<file path="config.mk">
export PLATFORM = sky130hd
export DESIGN_NAME = dm_store_buffer_flat
export DESIGN_NICKNAME = d
export VERILOG_FILES = /design/src/rtl/dm_store_buffer_pkg.sv /design/src/rtl/dm_store_buffer_if.sv /design/src/rtl/dm_store_buffer_sb_fifo.sv /design/src/rtl/dm_store_buffer.sv /design/src/flat_wrapper.sv
export SDC_FILE = /design/constraint.sdc
export NUM_CORES = 1
export LEC_CHECK = 0
export ABC_CLOCK_PERIOD_IN_PS = 6390
export CAP_MARGIN = 20
export CORE_MARGIN = 3
export CORE_UTILIZATION = 30
export CTS_BUF_LIST = sky130_fd_sc_hd__clkbuf_16
export CTS_CLUSTER_DIAMETER = 40
export CTS_CLUSTER_SIZE = 25
export DETAILED_ROUTE_END_ITERATION = 10
export GPL_ROUTABILITY_DRIVEN = 0
export PLACE_DENSITY = 0.55
export SYNTH_ARGS = -nofsm -noshare
export SYNTH_HDL_FRONTEND = slang
export SYNTH_SLANG_ARGS = --single-unit
</file>
<file path="constraint.sdc">
create_clock -name clk -period 6.39 [get_ports clk]
set_input_delay 0.639 -clock clk [delete_from_list [all_inputs] [get_ports clk]]
set_output_delay 0.639 -clock clk [all_outputs]
set_load 0.03 [all_outputs]
</file>
<file path="src/rtl/dm_store_buffer_pkg.sv">
// Shared types and helpers for the data-memory store buffer: geometry defaults,
// the buffered store entry, and the byte-lane merge used by forwarding.
package dm_store_buffer_pkg;

  localparam int SB_DEPTH = 4;
  localparam int DM_AW    = 10;

  typedef struct packed {
    logic [DM_AW-1:0] addr;
    logic [31:0]      data;
    logic [3:0]       be;
  } sb_entry_t;

  // Lanes with be[i]=1 take the byte from upd, the rest keep base.
  function automatic logic [31:0] sb_merge(input logic [31:0] base,
                                           input logic [31:0] upd,
                                           input logic [3:0]  be);
    logic [31:0] r;
    r = base;
    for (int i = 0; i < 4; i++) begin
      if (be[i]) r[8*i +: 8] = upd[8*i +: 8];
    end
    return r;
  endfunction

endpackage

</file>
<file path="src/rtl/dm_store_buffer_if.sv">
// Datapath-side store/load port of the store buffer.
interface dm_store_buffer_if
  import dm_store_buffer_pkg::*;
#(
  parameter int AW = DM_AW
);
  // Store handshake: a store transfers on a rising edge where st_valid and
  // st_ready are both 1; st_ready depends only on registered state, and the
  // requester holds st_addr/st_data/st_be stable while st_valid waits.
  logic          st_valid;
  logic          st_ready;
  logic [AW-1:0] st_addr;
  logic [31:0]   st_data;
  logic [3:0]    st_be;
  logic          ld_req;
  logic [AW-1:0] ld_addr;
  logic [31:0]   ld_data;

  modport master (
    output st_valid, st_addr, st_data, st_be, ld_req, ld_addr,
    input  st_ready, ld_data
  );

  modport slave (
    input  st_valid, st_addr, st_data, st_be, ld_req, ld_addr,
    output st_ready, ld_data
  );

endinterface

</file>
<file path="src/rtl/dm_store_buffer_sb_fifo.sv">
// Circular store queue: entry storage, head/tail pointers and occupancy count.
// All entries are exported so the top level can forward from any of them.
module dm_store_buffer_sb_fifo
  import dm_store_buffer_pkg::*;
#(
  parameter  int DEPTH = SB_DEPTH,
  localparam int PW    = $clog2(DEPTH),
  localparam int CW    = PW + 1
) (
  input  logic          clk,
  input  logic          rst_n,
  input  logic          push,
  input  sb_entry_t     din,
  input  logic          pop,
  output sb_entry_t     head_entry,
  output sb_entry_t     entries [DEPTH],
  output logic [PW-1:0] head_ptr,
  output logic [CW-1:0] count,
  output logic          full,
  output logic          empty
);

  sb_entry_t     mem [DEPTH];
  logic [PW-1:0] head;
  logic [PW-1:0] tail;

  always_ff @(posedge clk or negedge rst_n) begin
    if (!rst_n) begin
      head  <= '0;
      tail  <= '0;
      count <= '0;
    end else begin
      if (push) tail <= tail + 1'b1;
      if (pop)  head <= head + 1'b1;
      case ({push, pop})
        2'b10:   count <= count + 1'b1;
        2'b01:   count <= count - 1'b1;
        default: count <= count;
      endcase
    end
  end

  // Entry contents carry no reset; validity comes from head/count alone.
  always_ff @(posedge clk) begin
    if (push) mem[tail] <= din;
  end

  assign entries    = mem;
  assign head_entry = mem[head];
  assign head_ptr   = head;
  assign full       = (count == CW'(DEPTH));
  assign empty      = (count == '0);

endmodule

</file>
<file path="src/rtl/dm_store_buffer.sv">
// Posted-write buffer in front of the word-addressed data memory: queues stores,
// drains one per load-free cycle, and forwards pending bytes into loads.
module dm_store_buffer
  import dm_store_buffer_pkg::*;
#(
  parameter int DEPTH = SB_DEPTH,
  parameter int AW    = DM_AW
) (
  input  logic              clk,
  input  logic              rst_n,
  dm_store_buffer_if.slave  dp,
  output logic [AW-1:0]     dm_addr,
  output logic [31:0]       dm_din,
  output logic              dm_we,
  output logic [3:0]        dm_wbyte_enable,
  input  logic [31:0]       dm_dout,
  output logic              empty
);

  localparam int PW = $clog2(DEPTH);
  localparam int CW = PW + 1;

  sb_entry_t     din;
  sb_entry_t     head_entry;
  sb_entry_t     entries [DEPTH];
  logic [PW-1:0] head_ptr;
  logic [CW-1:0] count;
  logic          full;
  logic          fifo_empty;
  logic          push;
  logic          pop;
  logic [31:0]   fwd_data;
  logic [PW-1:0] idx;

  assign dp.st_ready = ~full;
  assign empty       = fifo_empty;
  assign push        = dp.st_valid & ~full;
  // Loads own the memory port, so draining only happens in load-free cycles.
  assign pop         = ~fifo_empty & ~dp.ld_req;
  assign din         = sb_entry_t'{addr: dp.st_addr, data: dp.st_data, be: dp.st_be};

  dm_store_buffer_sb_fifo #(
    .DEPTH (DEPTH)
  ) u_fifo (
    .clk        (clk),
    .rst_n      (rst_n),
    .push       (push),
    .din        (din),
    .pop        (pop),
    .head_entry (head_entry),
    .entries    (entries),
    .head_ptr   (head_ptr),
    .count      (count),
    .full       (full),
    .empty      (fifo_empty)
  );

  always_comb begin
    dm_addr         = '0;
    dm_din          = '0;
    dm_we           = 1'b0;
    dm_wbyte_enable = '0;
    if (dp.ld_req) begin
      dm_addr = dp.ld_addr;
    end else if (!fifo_empty) begin
      dm_addr         = head_entry.addr;
      dm_din          = head_entry.data;
      dm_wbyte_enable = head_entry.be;
      dm_we           = 1'b1;
    end
  end

  // Walk oldest to newest so later stores overwrite earlier ones per lane.
  always_comb begin
    fwd_data = dm_dout;
    idx      = '0;
    if (dp.ld_req) begin
      for (int i = 0; i < DEPTH; i++) begin
        idx = head_ptr + PW'(i);
        if ((CW'(i) < count) && (entries[idx].addr == dp.ld_addr)) begin
          fwd_data = sb_merge(fwd_data, entries[idx].data, entries[idx].be);
        end
      end
    end
  end

  assign dp.ld_data = fwd_data;

endmodule

</file>
<file path="src/flat_wrapper.sv">
// flat-port wrapper written by rule: the top's interface ports become plain ports
module dm_store_buffer_flat import dm_store_buffer_pkg::*;
#(
  parameter int DEPTH = SB_DEPTH,
  parameter int AW    = DM_AW
)
  (clk, rst_n, dm_addr, dm_din, dm_we, dm_wbyte_enable, dm_dout, empty, dp_st_valid, dp_st_addr, dp_st_data, dp_st_be, dp_ld_req, dp_ld_addr, dp_st_ready, dp_ld_data);
  dm_store_buffer_if #(.AW(AW)) dp_i ();
  input  logic clk;
  input  logic rst_n;
  output logic [AW-1:0] dm_addr;
  output logic [31:0] dm_din;
  output logic dm_we;
  output logic [3:0] dm_wbyte_enable;
  input  logic [31:0] dm_dout;
  output logic empty;
  input wire logic [$bits(dp_i.st_valid)-1:0] dp_st_valid;
  input wire logic [$bits(dp_i.st_addr)-1:0] dp_st_addr;
  input wire logic [$bits(dp_i.st_data)-1:0] dp_st_data;
  input wire logic [$bits(dp_i.st_be)-1:0] dp_st_be;
  input wire logic [$bits(dp_i.ld_req)-1:0] dp_ld_req;
  input wire logic [$bits(dp_i.ld_addr)-1:0] dp_ld_addr;
  output wire logic [$bits(dp_i.st_ready)-1:0] dp_st_ready;
  output wire logic [$bits(dp_i.ld_data)-1:0] dp_ld_data;
  assign dp_i.st_valid = dp_st_valid;
  assign dp_i.st_addr = dp_st_addr;
  assign dp_i.st_data = dp_st_data;
  assign dp_i.st_be = dp_st_be;
  assign dp_i.ld_req = dp_ld_req;
  assign dp_i.ld_addr = dp_ld_addr;
  assign dp_st_ready = dp_i.st_ready;
  assign dp_ld_data = dp_i.ld_data;
  dm_store_buffer #(.DEPTH(DEPTH), .AW(AW)) u_core (.clk(clk), .rst_n(rst_n), .dp(dp_i), .dm_addr(dm_addr), .dm_din(dm_din), .dm_we(dm_we), .dm_wbyte_enable(dm_wbyte_enable), .dm_dout(dm_dout), .empty(empty));
endmodule
</file>
==> results.json, run 1 <==
{
  "outcome": "completed",
  "met3_wl_um": 2160,
  "drcViolationCount": 0,
  "worst_setup_path_start_kind": "flop",
  "io_buffer_count": 172,
  "floorplan.die_area_mm2": 0.0466,
  "worst_r2r_startpoint": "u_core.u_fifo.count[0]",
  "timing.critical_path.fanout_max": 50,
  "power.leakage_uw": 0.00541,
  "crit_path_end_kind": "primary output",
  "antenna_violating_nets_post_route": 0,
  "final_worst_hold_slack_ps": 494,
  "drt-wirelength-per-cell_um": 21.5,
  "crit_path_max_incr_delay_ps": 950,
  "setup-violations-final": 0,
  "synth.yosys.seq_area_share": 0.432,
  "first_global_vias": 10800,
  "area_delta_synth_final_pct": 22.0,
  "clk-insertion-delay-late_ps": 450,
  "synth-edff-count": 184,
  "synthDistinctLibCells": 61,
  "design_power_total_uw": 7030,
  "die-height_um": 216,
  "synth_cells": 1268,
  "cts_hold_buf": 0,
  "floorplan.io_pins": 173,
  "final_layout_size_suffix_gt1_frac": 0.150,
  "cap_violations": 0,
  "cellPowerDensity_mw_per_mm2": 436,
  "final_hold_viol_count": 0,
  "route.met2.wl_um": 20100,
  "via_per_inst": 5.46,
  "final_net_count": 1498,
  "aggregate_global_routing_overflow": 0,
  "max-slew-margin-rel": 0.278,
  "dpl.cell_count": 1963,
  "rsz0062_at_grt": "false",
  "grt.total_usage": 0.182,
  "vias": 10900,
  "worstPathBufferInverterCount": 2,
  "grt_first_pass_wirelength_um": 65200,
  "critPathKind": "flop to primary output",
  "final_cell_area_mm2": 0.0161,
  "path_cells": "mux2i_1, xnor2_1, nor4_1, nor3b_1, o21a_1, buf_4, a211oi_1, a221oi_1, clkdlybuf4s50_1",
  "antenna_found_initial": 1,
  "final-instance-count-excl-fill": 1995,
  "drt_wl_total_um": 43000,
  "antenna-diode-count": 0,
  "fin_setup_tns_ps": 0,
  "cts_max_path_buffers": 2,
  "detail_route.wirelength.met1_um": 19700,
  "first_iter_violations": 882,
  "worst_setup_hold_path_clk_slew_ps": 70,
  "floorplan.die.width_um": 216,
  "finalClockSkew_ps": 12.7,
  "detailed_place.area_mm2": 0.0156,
  "crit_required_ps": 5750,
  "cts_made_buffers": 17,
  "layout_worst_path_cycle_share": 0.913,
  "synthesis.nets": 1369,
  "synth_warnings": 0,
  "worst_path_max_delay_cell": "sky130_fd_sc_hd__dfrtp_4",
  "irDropWorstVdd_mv": 0.257,
  "syn_area_per_cell_um2": 10.4,
  "post_cts.repair.setup_buffers": 0,
  "cts-root-buf": "sky130_fd_sc_hd__clkbuf_16",
  "worstRegToRegCells": 10,
  "clock_sinks": 191,
  "coreArea_mm2": 0.0433,
  "final_slew_violations": 0,
  "synthFlopType": "sky130_fd_sc_hd__edfxtp_1",
  "synth-seq-cells": 191,
  "highest_layer": "met5",
  "dp.final_hpwl_um": 29200,
  "reg2reg_to": "u_core.u_fifo.count[2]",
  "worst_slew_pin_slew_ps": 1080,
  "tritoncts": "done",
  "number_of_levels_in_the_clock_h_tree": 4,
  "starting_utilization_of_the_core_area": 0.305,
  "critical_path_arrival_ps": 5200,
  "critical-path-top-delay-family": "simple AND/OR/NAND/NOR gates",
  "row_count": 76,
  "firstDrtPassIters": 5,
  "hp-class": "input port to asynchronous set/reset pin",
  "grt_start_max_net_pins": 109,
  "setup_slack_reg_to_reg_ps": 3440,
  "ctsResizeCount": 0,
  "maxClockFrequency_ghz": 0.171,
  "synth.cell_area_mm2": 0.0132,
  "ys_async_sr_fraction": 0.0366,
  "fin_crit_ps": 5840
}
==> worst max-delay path by stage <==
stage / start / endpoint / slack [ps] / cells past startpoint
CTS: u_core.u_fifo.head_ptr[1] / dp_ld_data[18] / 550 / 9
global placement: dp_ld_addr[5] / dp_ld_data[18] / 930 / 9
finish: u_core.u_fifo.head_ptr[1] / dp_ld_data[18] / 550 / 9
floorplan: dp_ld_addr[3] / dp_ld_data[16] / 2470 / 7
global route: u_core.u_fifo.head_ptr[1] / dp_ld_data[18] / 410 / 9
detailed placement: dp_ld_addr[5] / dp_ld_data[18] / 960 / 9
==> per-layer routing <==
layer  GRT usage  up-vias
met2       0.298      358
met3      0.0262       53
li1            -     5159
met4      0.0621        2
met5           0        -
met1       0.246     5323
==> cells in the mapped netlist (22+ instances only) <==
cell type | count | area, µm²
sky130_fd_sc_hd__edfxtp_1 | 184 | 5530
sky130_fd_sc_hd__mux2i_1 | 117 | 1170
sky130_fd_sc_hd__nand2_1 | 90 | 338
sky130_fd_sc_hd__nor2_1 | 90 | 338
sky130_fd_sc_hd__mux2_2 | 81 | 912
sky130_fd_sc_hd__clkbuf_1 | 61 | 229
sky130_fd_sc_hd__o21ai_0 | 59 | 295
sky130_fd_sc_hd__a211oi_1 | 53 | 398
sky130_fd_sc_hd__a21oi_1 | 39 | 195
sky130_fd_sc_hd__xnor2_1 | 36 | 315
sky130_fd_sc_hd__nand3_1 | 35 | 175
sky130_fd_sc_hd__nor4_1 | 35 | 219
sky130_fd_sc_hd__o21ai_1 | 35 | 175
sky130_fd_sc_hd__nor3_1 | 34 | 170
sky130_fd_sc_hd__o31a_1 | 32 | 280
sky130_fd_sc_hd__o31ai_1 | 32 | 240
sky130_fd_sc_hd__o22ai_1 | 29 | 181
sky130_fd_sc_hd__or2_2 | 22 | 138
==> area by class of cell <==
type / count / area [µm²]
tap: 585 / 732
clock inverter: 15 / 126
sequential: 191 / 5710
fill: 4270 / 27200
clock buffer: 17 / 425
timing repair buffer: 214 / 2030
inverter: 12 / 45.0
multi-input combinational: 961 / 7040
==> registers in the layout, indices dropped and copies added, names as in the netlist <==
name                    cells
u_core.u_fifo.entries     184
u_core.u_fifo.count         3
u_core.u_fifo.head_ptr      2
u_core.u_fifo.tail          2
==> metrics by stage <==
stage          worst slack [ps]   util
5_1_grt                     406  0.372
3_5_place_dp                957  0.359
6_report                    554  0.372
2_1_floorplan              2470      -
3_3_place_gp                928  0.359
4_1_cts                     545  0.372
==> placed cells by master, fill, tap and decap left out, types with 39 or more instances in the layout <==
cell type / n
sky130_fd_sc_hd__a211oi_1: 53
sky130_fd_sc_hd__a21oi_1: 39
sky130_fd_sc_hd__buf_4: 42
sky130_fd_sc_hd__clkdlybuf4s50_1: 171
sky130_fd_sc_hd__edfxtp_1: 184
sky130_fd_sc_hd__mux2_2: 81
sky130_fd_sc_hd__mux2i_1: 117
sky130_fd_sc_hd__nand2_1: 90
sky130_fd_sc_hd__nor2_1: 90
sky130_fd_sc_hd__o21ai_0: 59
==> power breakdown <==
part	switching, µW	internal, µW
combinational	2540	1590
sequential	222	1660
clock	502	511
==> kinds of logic after synthesis <==
group                      Yosys count  synth area share
DFF                                191             0.432
muxes                              209             0.177
adders and majority gates            9           0.00853
buffers and inverters              116            0.0393
AOI/OAI and AO/OA                  351             0.186
and+or+nand+nor                    344             0.125
xor gates and xnor gates            48            0.0318
No activity file was read; power rests on OpenSTA's default activity.
==> run 2: changes to the inputs <==
--- a/config.mk
+++ b/config.mk
@@ -5,7 +5,7 @@
 export SDC_FILE = /design/constraint.sdc
 export NUM_CORES = 1
 export LEC_CHECK = 0
-export ABC_CLOCK_PERIOD_IN_PS = 6390
+export ABC_CLOCK_PERIOD_IN_PS = 6700
 export CAP_MARGIN = 20
 export CORE_MARGIN = 3
 export CORE_UTILIZATION = 30
==> constraint.sdc (replaced) <==
create_clock -name clk -period 6.7 [get_ports clk]
set_input_delay 0.67 -clock clk [delete_from_list [all_inputs] [get_ports clk]]
set_output_delay 0.67 -clock clk [all_outputs]
set_load 0.03 [all_outputs]
==> run 2 against run 1 <==
  * Sequential share of layout area up 0.085 points
  * Via count up 0.31%
  * Clock-buffer cell count unchanged
  * Final cell count down 0.50%
  * Final area down 0.24%
  * Critical path type unchanged
==> results.json, run 2 (synthesized netlist as in run 1, its figures left out) <==
{
  "outcome": "completed",
  "crit_required_ps": 6030,
  "final_hold_viol_count": 0,
  "irDropWorstVdd_mv": 0.223,
  "critical_path_arrival_ps": 5260,
  "timing.critical_path.fanout_max": 56,
  "floorplan.io_pins": 173,
  "worst_slew_pin_slew_ps": 1070,
  "fin_setup_tns_ps": 0,
  "maxClockFrequency_ghz": 0.169,
  "aggregate_global_routing_overflow": 0,
  "floorplan.die_area_mm2": 0.0466,
  "floorplan.die.width_um": 216,
  "cts_hold_buf": 0,
  "cts_made_buffers": 17,
  "grt_start_max_net_pins": 125,
  "hp-class": "input port to asynchronous set/reset pin",
  "antenna_violating_nets_post_route": 0,
  "max-slew-margin-rel": 0.283,
  "ctsResizeCount": 0,
  "layout_commonest_cell": "sky130_fd_sc_hd__edfxtp_1",
  "worst_setup_hold_path_clk_slew_ps": 70,
  "coreArea_mm2": 0.0433,
  "first_iter_violations": 984,
  "drcViolationCount": 0,
  "final_worst_hold_slack_ps": 552,
  "rsz0062_at_grt": "false",
  "antenna_found_initial": 0,
  "area_delta_synth_final_pct": 21.7,
  "drt-wirelength-per-cell_um": 21.6,
  "grt_first_pass_wirelength_um": 64800,
  "cts-root-buf": "sky130_fd_sc_hd__clkbuf_16",
  "io_buffer_count": 172,
  "starting_utilization_of_the_core_area": 0.305,
  "power.leakage_uw": 0.00539,
  "critPathKind": "flop to primary output",
  "cellPowerDensity_mw_per_mm2": 418,
  "fin_crit_ps": 5930,
  "finalClockSkew_ps": 9.94,
  "post_cts.repair.setup_buffers": 0,
  "final_layout_size_suffix_gt1_frac": 0.141,
  "number_of_levels_in_the_clock_h_tree": 4,
  "final_net_count": 1489,
  "crit_path_end_kind": "primary output",
  "grt.total_usage": 0.180,
  "clock_sinks": 191,
  "antenna-diode-count": 0,
  "final_slew_violations": 0,
  "commonest_non_fill_non_tap_cells_in_the_layout": "sky130_fd_sc_hd__edfxtp_1 (184), sky130_fd_sc_hd__clkdlybuf4s50_1 (171), sky130_fd_sc_hd__mux2i_1 (117)",
  "largest_register_ff_count": 184,
  "die-height_um": 216,
  "cts_max_path_buffers": 2,
  "drt_wl_total_um": 42900,
  "dp.final_hpwl_um": 28900,
  "layout_worst_path_cycle_share": 0.886,
  "tritoncts": "done",
  "row_count": 76,
  "first_global_vias": 10500,
  "vias": 10900,
  "worst_setup_path_start_kind": "flop",
  "setup-violations-final": 0,
  "clk-insertion-delay-late_ps": 440,
  "via_per_inst": 5.51,
  "cap_violations": 0,
  "firstDrtPassIters": 6
}
run 2: per-stage QoR:
| step | power (µW) | worst slack (ps) | std cells | utilization | area, µm² |
|---|---|---|---|---|---|
| after floorplan | 4550 | 2720 | 1268 | - | 13200 |
| after global placement | 5700 | 1360 | 1952 | 0.358 | 15500 |
| after detailed placement | 5740 | 1200 | 1953 | 0.358 | 15500 |
| after CTS | 6720 | 828 | 1984 | 0.371 | 16000 |
| after global routing | 7140 | 487 | 1985 | 0.371 | 16100 |
| final | 6710 | 766 | 1985 | 0.371 | 16100 |
run 2: metal layers:
layer  vias to the layer above  track usage  part of all wire
met2                       434        0.292              0.47
met4                         0       0.0531             0.019
met1                      5293        0.248              0.45
li1                       5141            -                 -
met3                        61       0.0293             0.064
met5                         -            0                 0
run 2: worst paths after layout:
kind / end / cells after the start / slack [ps] / startpoint
worst max-delay path: dp_ld_data[18] / 9 / 770 / u_core.u_fifo.head_ptr[0]
worst min-delay path: u_core.u_fifo.count[0] / 1 / 550 / rst_n
min in group clk: u_core.u_fifo.count[0] / 1 / 620 / u_core.u_fifo.count[0]
max in group asynchronous: u_core.u_fifo.head_ptr[0] / 1 / 5790 / rst_n
worst max register to register: u_core.u_fifo.count[2] / 10 / 3820 / u_core.u_fifo.count[0]
worst min register to register: u_core.u_fifo.count[0] / 1 / 620 / u_core.u_fifo.count[0]
run 2: layout make-up:
class                      count  area [µm²]
tap                          585         732
sequential                   191        5710
multi-input combinational    961        7040
inverter                      12        45.0
timing repair buffer         205        2000
clock buffer                  17         425
clock inverter                14         123
fill                        4284       27200
run 2: worst max-delay path, cell delays in order, from the launching register on:
cell and delay, ps:
sky130_fd_sc_hd__dfrtp_4 720, sky130_fd_sc_hd__buf_4 520, sky130_fd_sc_hd__mux4_1 690, sky130_fd_sc_hd__xnor2_1 170, sky130_fd_sc_hd__o2111ai_1 140, sky130_fd_sc_hd__a2111o_4 460, sky130_fd_sc_hd__o31ai_4 500, sky130_fd_sc_hd__a211oi_1 110
sky130_fd_sc_hd__a221oi_1 680, sky130_fd_sc_hd__clkdlybuf4s50_1 810
run 2: power breakdown:
part	internal (µW)	switching, µW	leakage [µW]
combinational	1510	2430	0.00335
sequential	1590	219	0.00177
clock	512	453	0.000276
total	3610	3100	0.00539
==> run 3: changes to the inputs <==
--- a/config.mk
+++ b/config.mk
@@ -5,7 +5,7 @@
 export SDC_FILE = /design/constraint.sdc
 export NUM_CORES = 1
 export LEC_CHECK = 0
-export ABC_CLOCK_PERIOD_IN_PS = 6700
+export ABC_CLOCK_PERIOD_IN_PS = 5400
 export CAP_MARGIN = 20
 export CORE_MARGIN = 3
 export CORE_UTILIZATION = 30
@@ -14,7 +14,7 @@
 export CTS_CLUSTER_SIZE = 25
 export DETAILED_ROUTE_END_ITERATION = 10
 export GPL_ROUTABILITY_DRIVEN = 0
-export PLACE_DENSITY = 0.55
+export PLACE_DENSITY = 0.56
 export SYNTH_ARGS = -nofsm -noshare
 export SYNTH_HDL_FRONTEND = slang
 export SYNTH_SLANG_ARGS = --single-unit
==> constraint.sdc (replaced) <==
create_clock -name clk -period 5.4 [get_ports clk]
set_input_delay 0.54 -clock clk [delete_from_list [all_inputs] [get_ports clk]]
set_output_delay 0.54 -clock clk [all_outputs]
set_load 0.03 [all_outputs]
==> run 3 against run 2 <==
  * Critical path depth up 1
  * Via count is 0.92% higher
  * Hold slack worse by 170 ps
  * Routed wire length increased by 2.1%
  * Largest cell class unchanged
  * Clock power increased by 26%
  * Critical path type unchanged
  * Total power increased by 24%
  * Clock skew is 2.2 ps higher
  * Utilization increased by 0.16 points
==> results.json, run 3 (synthesized netlist as in run 1, its figures left out) <==
{
  "crit_path_end_kind": "primary output",
  "max-slew-margin-rel": 0.258,
  "worst_setup_hold_path_clk_slew_ps": 80,
  "vias": 11000,
  "commonest_non_fill_non_tap_cells_in_the_layout": "sky130_fd_sc_hd__edfxtp_1 (184), sky130_fd_sc_hd__clkdlybuf4s50_1 (139), sky130_fd_sc_hd__mux2i_1 (117)",
  "final_slew_violations": 0,
  "cts_max_path_buffers": 2,
  "aggregate_global_routing_overflow": 0,
  "row_count": 76,
  "post_cts.repair.setup_buffers": 0,
  "cts_made_buffers": 17,
  "floorplan.io_pins": 173,
  "first_iter_violations": 693,
  "via_per_inst": 5.52,
  "floorplan.die_area_mm2": 0.0466,
  "clk-insertion-delay-late_ps": 460,
  "largest_register_ff_count": 184,
  "outcome": "completed",
  "dp.final_hpwl_um": 29700,
  "area_delta_synth_final_pct": 22.2,
  "timing.critical_path.fanout_max": 42,
  "drt_wl_total_um": 43800,
  "drt-wirelength-per-cell_um": 21.9,
  "setup-violations-final": 0,
  "critical_path_arrival_ps": 4580,
  "hp-class": "input port to asynchronous set/reset pin",
  "fin_setup_tns_ps": 0,
  "cap_violations": 0,
  "cts_hold_buf": 0,
  "fin_crit_ps": 5120,
  "power.leakage_uw": 0.00547,
  "maxClockFrequency_ghz": 0.195,
  "tritoncts": "done",
  "die-height_um": 216,
  "firstDrtPassIters": 7,
  "cellPowerDensity_mw_per_mm2": 518,
  "critPathKind": "flop to primary output",
  "irDropWorstVdd_mv": 0.324,
  "clock_sinks": 191,
  "antenna_found_initial": 3,
  "final_layout_size_suffix_gt1_frac": 0.174,
  "starting_utilization_of_the_core_area": 0.305,
  "grt_start_max_net_pins": 171,
  "worst_slew_pin_slew_ps": 1110,
  "crit_required_ps": 4860,
  "layout_worst_path_cycle_share": 0.949,
  "grt.total_usage": 0.184,
  "final_net_count": 1498,
  "floorplan.die.width_um": 216,
  "drcViolationCount": 0,
  "layout_commonest_cell": "sky130_fd_sc_hd__edfxtp_1",
  "design_power_total_uw": 8360,
  "first_global_vias": 10900,
  "coreArea_mm2": 0.0433,
  "cts-root-buf": "sky130_fd_sc_hd__clkbuf_16",
  "number_of_levels_in_the_clock_h_tree": 4,
  "rsz0062_at_grt": "false",
  "ctsResizeCount": 0,
  "finalClockSkew_ps": 12.2,
  "final_hold_viol_count": 0,
  "worst_setup_path_start_kind": "flop",
  "antenna_violating_nets_post_route": 0,
  "grt_first_pass_wirelength_um": 65800,
  "io_buffer_count": 172
}
==> run 3: worst paths after layout <==
path,startpoint,endpoint,slack [ps],depth (start not counted)
min in group clk,u_core.u_fifo.count[1],u_core.u_fifo.count[1],620,2
max in group asynchronous,rst_n,u_core.u_fifo.head_ptr[0],4700,1
max,u_core.u_fifo.head_ptr[1],dp_ld_data[16],280,10
max reg2reg,u_core.u_fifo.count[0],u_core.u_fifo.count[2],2730,9
min reg2reg,u_core.u_fifo.count[1],u_core.u_fifo.count[1],620,2
min,rst_n,u_core.u_fifo.head_ptr[1],380,1
==> run 3: per-layer routing <==
layer  share of wire  global-route usage  up-vias
li1                -                   -     5161
met1            0.44               0.239     5378
met2            0.47               0.302      412
met3           0.055              0.0313       79
met4           0.034              0.0787        0
met5               0                   0        -
==> run 3: through the flow <==
stage	hold WS, ps	area [µm²]	util	setup WS (ps)	std cells
6_report	380	16100	0.373	276	1998
4_1_cts	390	16100	0.373	299	1994
3_3_place_gp	582	15600	0.360	814	1962
5_1_grt	396	16100	0.373	106	1998
3_5_place_dp	612	15600	0.360	805	1962
2_1_floorplan	244	13200	-	1620	1268
==> run 3: layout make-up <==
cell class              instances  area [µm²]
clock inverters                15         131
inverters                      12        45.0
flip-flops and latches        191        5710
repair buffers                214        2050
diodes                          3        7.51
well taps                     585         732
clock buffers                  17         425
multi-input cells             961        7040
fillers                      4296       27100
==> run 3: report_power, final <==
group / switching, µW / internal [µW]
clock: 603 / 604
sequential: 259 / 1970
combinational: 3030 / 1890
==> run 3: critical path, stage by stage (launching register included) <==
cell                       delay (ps)
sky130_fd_sc_hd__dfrtp_4          860
sky130_fd_sc_hd__buf_4            310
sky130_fd_sc_hd__mux2i_1          280
sky130_fd_sc_hd__xor2_1           230
sky130_fd_sc_hd__nor4bb_1         450
sky130_fd_sc_hd__o22ai_4          330
sky130_fd_sc_hd__buf_4            330
sky130_fd_sc_hd__nor4_1           290
sky130_fd_sc_hd__o21ai_0          150
sky130_fd_sc_hd__a221oi_1         650
sky130_fd_sc_hd__buf_12           200
